$ cat src/rtl/fetch_stage.sv
// Instruction fetch stage: PC register, one-cycle instruction memory handshake, IF/ID register.
// Latency: 1 cycle from an accepted request (o_imem_req && i_imem_ready) to the word appearing in IF/ID.
// Backpressure: i_stall freezes PC, IF/ID, state and counter; i_imem_ready=0 holds the address and loads a bubble.
//
// Ports:
//   i_clk, i_rst_n       clock, synchronous active-low reset
//   i_stall              hazard stall from decode/hazard unit
//   i_pcsrc, i_nextPC    PC select (00 seq, 01/11 redirect to i_nextPC, 10 exception vector)
//   o_imem_addr/o_imem_req, i_imem_rdata/i_imem_ready   instruction memory request/response
//   o_pc, o_instr, o_valid                              IF/ID register (o_pc is PC+4 of held instr)
//   o_ifetch_err         PC misaligned, fetching suppressed until redirect/exception
//   o_fetch_cnt          number of instructions accepted into IF/ID (wraps)
module fetch_stage #(
    parameter logic [31:0] RESET_PC   = 32'h0000_0000,
    parameter logic [31:0] EXC_VECTOR = 32'h8000_0180
) (
    input  logic        i_clk,
    input  logic        i_rst_n,
    input  logic        i_stall,
    input  logic [31:0] i_nextPC,
    input  logic [1:0]  i_pcsrc,
    output logic [31:0] o_imem_addr,
    output logic        o_imem_req,
    input  logic [31:0] i_imem_rdata,
    input  logic        i_imem_ready,
    output logic [31:0] o_pc,
    output logic [31:0] o_instr,
    output logic        o_valid,
    output logic        o_ifetch_err,
    output logic [31:0] o_fetch_cnt
);

    typedef enum logic [1:0] {
        BOOT  = 2'b00,
        FETCH = 2'b01,
        ERR   = 2'b10
    } state_t;

    localparam logic [31:0] NOP = 32'h0000_0000;

    // Registered state
    state_t      state_q;
    logic [31:0] pc_q;
    logic [31:0] ifid_pc_q;
    logic [31:0] ifid_instr_q;
    logic        ifid_valid_q;
    logic [31:0] fetch_cnt_q;

    // Next-state values
    state_t      state_nxt;
    logic [31:0] pc_nxt;
    logic [31:0] ifid_pc_nxt;
    logic [31:0] ifid_instr_nxt;
    logic        ifid_valid_nxt;
    logic [31:0] fetch_cnt_nxt;

    // Decoded controls
    logic        take_exc;
    logic        take_redir;
    logic [31:0] pc_plus4;
    logic        redir_misaligned;

    // Exception is 10; redirect is any select with bit 0 set (01 or 11).
    assign take_exc         = (i_pcsrc == 2'b10);
    assign take_redir       = i_pcsrc[0];
    // Natural 32-bit wrap: FFFF_FFFC + 4 -> 0.
    assign pc_plus4         = pc_q + 32'd4;
    assign redir_misaligned = (i_nextPC[1:0] != 2'b00);

    // Memory request is purely combinational so a stall drops it in the same cycle.
    assign o_imem_addr  = pc_q;
    assign o_imem_req   = (state_q == FETCH) && !i_stall;
    assign o_ifetch_err = (state_q == ERR);

    assign o_pc        = ifid_pc_q;
    assign o_instr     = ifid_instr_q;
    assign o_valid     = ifid_valid_q;
    assign o_fetch_cnt = fetch_cnt_q;

    // Next-state and datapath selection. Priority below reset:
    // exception > stall > redirect > sequential. A bubble clears the
    // instruction and valid but leaves o_pc as it was.
    always_comb begin
        state_nxt      = state_q;
        pc_nxt         = pc_q;
        ifid_pc_nxt    = ifid_pc_q;
        ifid_instr_nxt = ifid_instr_q;
        ifid_valid_nxt = ifid_valid_q;
        fetch_cnt_nxt  = fetch_cnt_q;

        if (take_exc) begin
            // Wins over stall; any word returned this cycle is dropped.
            state_nxt      = FETCH;
            pc_nxt         = EXC_VECTOR;
            ifid_instr_nxt = NOP;
            ifid_valid_nxt = 1'b0;
        end else if (i_stall) begin
            // Everything holds (defaults).
            state_nxt = state_q;
        end else if (take_redir) begin
            // Same-cycle fetch is discarded; a misaligned target parks in ERR.
            state_nxt      = redir_misaligned ? ERR : FETCH;
            pc_nxt         = i_nextPC;
            ifid_instr_nxt = NOP;
            ifid_valid_nxt = 1'b0;
        end else begin
            unique case (state_q)
                BOOT: begin
                    // One idle cycle after reset release before the first request.
                    state_nxt      = FETCH;
                    ifid_instr_nxt = NOP;
                    ifid_valid_nxt = 1'b0;
                end
                FETCH: begin
                    if (i_imem_ready) begin
                        ifid_instr_nxt = i_imem_rdata;
                        ifid_pc_nxt    = pc_plus4;
                        ifid_valid_nxt = 1'b1;
                        pc_nxt         = pc_plus4;
                        fetch_cnt_nxt  = fetch_cnt_q + 32'd1;
                    end else begin
                        // Wait state: address held stable, bubble into decode.
                        ifid_instr_nxt = NOP;
                        ifid_valid_nxt = 1'b0;
                    end
                end
                ERR: begin
                    // Parked: no requests, PC held, only redirect/exception leave.
                    ifid_instr_nxt = NOP;
                    ifid_valid_nxt = 1'b0;
                end
                default: begin
                    // Unreachable encoding; recover through BOOT.
                    state_nxt      = BOOT;
                    ifid_instr_nxt = NOP;
                    ifid_valid_nxt = 1'b0;
                end
            endcase
        end
    end

    always_ff @(posedge i_clk) begin
        if (!i_rst_n) begin
            state_q      <= BOOT;
            pc_q         <= RESET_PC;
            ifid_pc_q    <= 32'h0;
            ifid_instr_q <= NOP;
            ifid_valid_q <= 1'b0;
            fetch_cnt_q  <= 32'h0;
        end else begin
            state_q      <= state_nxt;
            pc_q         <= pc_nxt;
            ifid_pc_q    <= ifid_pc_nxt;
            ifid_instr_q <= ifid_instr_nxt;
            ifid_valid_q <= ifid_valid_nxt;
            fetch_cnt_q  <= fetch_cnt_nxt;
        end
    end

endmodule

$ cat config.mk
export PLATFORM = sky130hd
export DESIGN_NAME = fetch_stage
export DESIGN_NICKNAME = d
export VERILOG_FILES = /design/src/rtl/fetch_stage.sv
export SDC_FILE = /design/constraint.sdc
export NUM_CORES = 1
export LEC_CHECK = 0
export CAP_MARGIN = 15
export CORE_UTILIZATION = 40
export CTS_CLUSTER_DIAMETER = 80
export DETAILED_ROUTE_END_ITERATION = 10
export GPL_TIMING_DRIVEN = 0
export PLACE_DENSITY_LB_ADDON = 0.1
export SYNTH_ARGS = -nofsm -noshare
export SYNTH_HDL_FRONTEND = slang
export SYNTH_SLANG_ARGS = --single-unit
$ cat constraint.sdc
create_clock -name i_clk -period 3.8 [get_ports i_clk]
set_input_delay 0.76 -clock i_clk [delete_from_list [all_inputs] [get_ports i_clk]]
set_output_delay 0.76 -clock i_clk [all_outputs]
set_load 0.03 [all_outputs]
After elaboration in Yosys (flattened, before gate mapping):

Index checks and enable logic that the tools add are counted.

* input port bits: 70
* output and inout port bits: 131
* register bits after elaboration: 131
* logic and storage cells: 51

* $add $sub $neg: 2
* equality and inequality tests: 6
* muxes and demuxes: 16
* bitwise operators: 4
* reductions and logical operators: 15

Operator list (number)
* $mux W32: 8
* $add A32 B1 Y32 const B: 1
* $add A32 B3 Y32 const B: 1
* $reduce_and A3 Y1: 2
* $reduce_bool A2 Y1: 3
* $reduce_bool A3 Y1: 2
* $mux W1: 5
* $reduce_and A5 Y1: 1
* $eq A2 B2 Y1 const B: 2
* $mux W2: 2
* $ne A2 B1 Y1 const B: 2
* $not A1 Y1: 4
* $pmux W2 S2: 1
* $reduce_and A2 Y1: 2
* $reduce_or A2 Y1: 2
* $ne A3 B1 Y1 const B: 1
* $eq A2 B1 Y1 const B: 1
* $logic_not A2 Y1: 1
* $logic_and A1 B1 Y1: 1
* $logic_not A1 Y1: 1

Longest topological paths before layout:

Gate-level depths: netlist of run 1.

* word-level depth: 6
* mapped depth: 9
* gate-level depth less buffers: 7

Worst setup path before layout of run 1:

Ideal clock, no wire load.

* path type: input port to flip-flop
* start point: input i_stall
* end point: register fetch_cnt_q[28], in the netlist o_fetch_cnt[28]
* path buffers: 1
* slack: 1.529 ns
* setup time: 0.071 ns
* data arrival time: 2.200 ns
* cell stages on the path: 6
* data required time: 3.729 ns
* cells stage by stage: nor4b_4 > nand4_1 > or3_4 > buf_6 > or3_1 > a21oi_1

* longest elaborated chain between the ends: 2

RTL lines
* start: declaration: line 19 `input logic i_stall,`
* $not A1 Y1 (no line)
* $reduce_and A5 Y1 (no line)
* end signal: assignment: line 156 `fetch_cnt_q <= fetch_cnt_nxt;`
* end: declaration: line 47 `logic [31:0] fetch_cnt_q;`

Every way passes these cells.
A chain may end at the register's enable or synchronous reset.

Final worst setup path of run 1:

* start point: input i_stall
* end point: output o_imem_req

* longest elaborated chain between the ends: 2

RTL lines
* $logic_not A1 Y1: line 72 `assign o_imem_req = (state_q == FETCH) && !i_stall;`
* $logic_and A1 B1 Y1: line 72
* end: declaration: line 23 `output logic o_imem_req,`

Every way passes these cells.

==> results of run 1 <==
-- tightest hold or removal path, stage by stage (launching register included) --
cell	delay [ns]
dfxtp_1	0.31
nand2_1	0.05
a21oi_1	0.06
-- layer usage --
metal  vias up  track usage [%]
met3        20            8.333
met5         -                0
met1      3012            33.86
met2       295            39.75
li1       3025                -
met4         0            6.591
-- power groups by stage --
stage	Combinational, W	Clock, W	Sequential (W)
after floorplan	0.000125	0	0.00149
after global placement	0.000332	0	0.00145
after detailed placement	0.000336	0	0.00145
after CTS	0.000338	0.00153	0.00142
after global routing	0.000362	0.00160	0.00143
final	0.000340	0.00152	0.00142
-- flip-flops by register name, indices dropped and copies added, names as in the netlist, named ones only --
signal	cells
o_pc	32
o_fetch_cnt	32
o_imem_addr	30
o_valid	1
state_q	2
o_instr	32
-- cell usage in the layout (no fill, tap or decap), types with 15 or more instances in the layout --
| master | netlist | final |
|---|---|---|
| xor2_1 | 21 | 21 |
| a22oi_1 | 37 | 37 |
| and3_1 | 16 | 16 |
| nand4_1 | 18 | 18 |
| clkdlybuf4s50_1 | 0 | 200 |
| nor2_1 | 82 | 82 |
| dfxtp_1 | 131 | 131 |
| nand3_1 | 30 | 30 |
| inv_1 | 16 | 16 |
| o21ai_0 | 49 | 49 |
| a21oi_1 | 67 | 67 |
| clkbuf_16 | 0 | 17 |
| clkbuf_1 | 43 | 45 |
| or3_1 | 15 | 15 |
| nand2_1 | 51 | 51 |
| xnor2_1 | 20 | 20 |
-- kinds of logic after synthesis --
family / share of synthesized area [%]
mux: 0.8358
fa+ha+maj: 1.045
flops: 43.79
buf+inv: 4.785
compound gates: 20.56
simple gates: 22.98
xor+xnor: 5.997
-- layout make-up --
class,count,share of cell area (%)
clock inverter,8,0.5847
sequential,131,29.89
buffer,53,2.581
tap,184,2.624
timing repair buffer,200,22.82
clock buffer,24,5.719
multi-input combinational,517,35.10
inverter,16,0.6845
-- how the worst min path moves through the flow --
stage | depth (start not counted) | slack [ns] | endpoint | from
5_1_grt | 2 | 0.48 | o_pc[3] | o_pc[3]
4_1_cts | 2 | 0.46 | o_pc[3] | o_pc[3]
6_report | 2 | 0.46 | o_pc[3] | o_pc[3]
3_5_place_dp | 2 | 0.45 | o_pc[3] | o_pc[3]
3_3_place_gp | 2 | 0.45 | o_pc[0] | o_pc[0]
2_1_floorplan | 2 | 0.45 | o_pc[0] | flip-flop
-- stage by stage --
stage	setup slack (ns)	power, W	util, %	instances
2_1_floorplan	1.529	0.001612	-	717
3_3_place_gp	0.5431	0.001784	56.35	1101
3_5_place_dp	0.5561	0.001789	56.35	1101
4_1_cts	0.5535	0.003294	60.14	1133
5_1_grt	0.4463	0.003390	60.14	1133
6_report	0.5473	0.003283	60.14	1133
==> results.json, run 1 <==
{
  "status": "completed",
  "ff2ff_path_depth": 8,
  "hold_class": "reg2reg",
  "p_clk_share_pct": 46.2,
  "timing.fmax_mhz": 307.4,
  "yosysTopAreaCellShare_pct": 43.79,
  "ys_warn_count": 0,
  "maxUsedRoutingLayer": "met4",
  "die_h_um": 124.4,
  "fill_cells": 1266,
  "reg2reg_to": "o_pc[26]",
  "worst_pin_slew_ns": 0.8178,
  "ys_seq_elements": 131,
  "die_x_um": 124.4,
  "maxSlewViolCount": 0,
  "hold_ws_ns": 0.4607,
  "cts_setup_buffers": 0,
  "io_pins": 201,
  "synth_most_common_cell": "dfxtp_1",
  "diodes": 0,
  "swShare_pct": 24.98,
  "gp_congestion": 0.8782,
  "cap_violations": 0,
  "areaGrowthSynthToFinish_pct": 46.51,
  "cp_max_fo": 10,
  "hold_buffers": 0,
  "numCtsBuffers": 17,
  "p_comb_share_pct": 10.3,
  "synth.distinct_cells": 54,
  "critical_path.cell_chain": "clkdlybuf4s50_1 -> clkbuf_1 -> nor2b_1 -> clkdlybuf4s50_1",
  "clock-sinks": 131,
  "min_period_ns": 3.253,
  "syn-instance-count": 717,
  "insertion_delay_ns": 0.42,
  "synth.avg_cell_area_um2": 8.352,
  "first_pass_iters": 5,
  "die-area_um2": 15460,
  "fin_area_um2": 8773,
  "synth_top_cell_by_area": "dfxtp_1",
  "setup_viol": 0,
  "post_cts_resized": 0,
  "power.density_nw_per_um2": 374.2,
  "multiInputGateArea_um2": 3079,
  "critPathBufInv": 3,
  "num_vias": 6352,
  "placed_cell_area_um2": 8220,
  "drt-total-wl_mm": 20.00,
  "switchingPower_w": 0.0008200,
  "drtIter0Drc": 538,
  "endpoint_kind": "output port",
  "htreeDepth": 4,
  "syn_nets": 792,
  "ys.flop_type": "dfxtp_1",
  "synth_commonest_cells": "131 x dfxtp_1, 82 x nor2_1, 67 x a21oi_1",
  "crit_end": "o_imem_req",
  "p_seq_share_pct": 43.4,
  "finalSetupTns_ns": 0,
  "register_area_um2": 2623,
  "cp_num_cells": 4,
  "fin_skew_ns": 0.006102,
  "grt_pass1_vias": 6075,
  "max_slew_margin_pct": 45.28,
  "syn-cell-area_um2": 5988,
  "regToRegSetupSlack_ns": 1.19,
  "cts_tree": "built",
  "viasPerCell": 5.606,
  "vdd_ir_drop_max_mv": 0.3641,
  "wl_met3_mm": 1.941,
  "seq_area_frac_synth_pct": 43.79,
  "intPower_w": 0.002463,
  "ys_async_sr_fraction_pct": 0,
  "max_stage_delay_ns": 0.63,
  "synthTopCellsByArea": "dfxtp_1 44%, a21oi_1 5.6%, nor2_1 5.1%",
  "clock-root-buffer": "clkbuf_16",
  "synth_edf_count": 0,
  "grt_overflow": 0,
  "power_leakage_nw": 2.969,
  "grt_setup_unrepaired": "no",
  "crit_start": "i_stall",
  "routed-wl-met2_mm": 9.119,
  "clk_pin_slew_ns": 0.06,
  "drc": 0,
  "layout-drive-gt1-share_pct": 5.058,
  "final_antenna_net_count": 0,
  "path_delay_family": "buffers and inverters",
  "cp.arrival_ns": 2.49,
  "final.period_utilization_pct": 85.60,
  "grt_pass1_wl_mm": 31.55,
  "cpMostUsedCell": "clkdlybuf4s50_1",
  "grt_use_total_pct": 25.54,
  "core_area_um2": 14590,
  "hold_viol": 0,
  "grt_max_degree": 17,
  "wl_per_cell_um": 17.65,
  "cpMaxStageDelayCell": "clkdlybuf4s50_1",
  "clk_path_buf_depth": 2,
  "cp.required_ns": 3.04,
  "worstSetupPathType": "in2out",
  "wl_met1_mm": 8.701,
  "port-buffer-count": 200,
  "antenna_found_initial": 0,
  "dp_hpwl_mm": 14.58,
  "finalNetCount": 1011,
  "row_count": 44,
  "r2r_start": "state_q[1]",
  "start_util_pct": 41.05,
  "startpoint_type": "primary input"
}
No activity file was read; power rests on OpenSTA's default activity.
==> run 2, diff against run 1 <==
--- a/config.mk
+++ b/config.mk
@@ -7,7 +7,6 @@
 export LEC_CHECK = 0
 export CAP_MARGIN = 15
 export CORE_UTILIZATION = 40
-export CTS_CLUSTER_DIAMETER = 80
 export DETAILED_ROUTE_END_ITERATION = 10
 export GPL_TIMING_DRIVEN = 0
 export PLACE_DENSITY_LB_ADDON = 0.1
==> results of run 2 <==
Same layout as run 1: the final DEF is identical, and so are final timing and power.
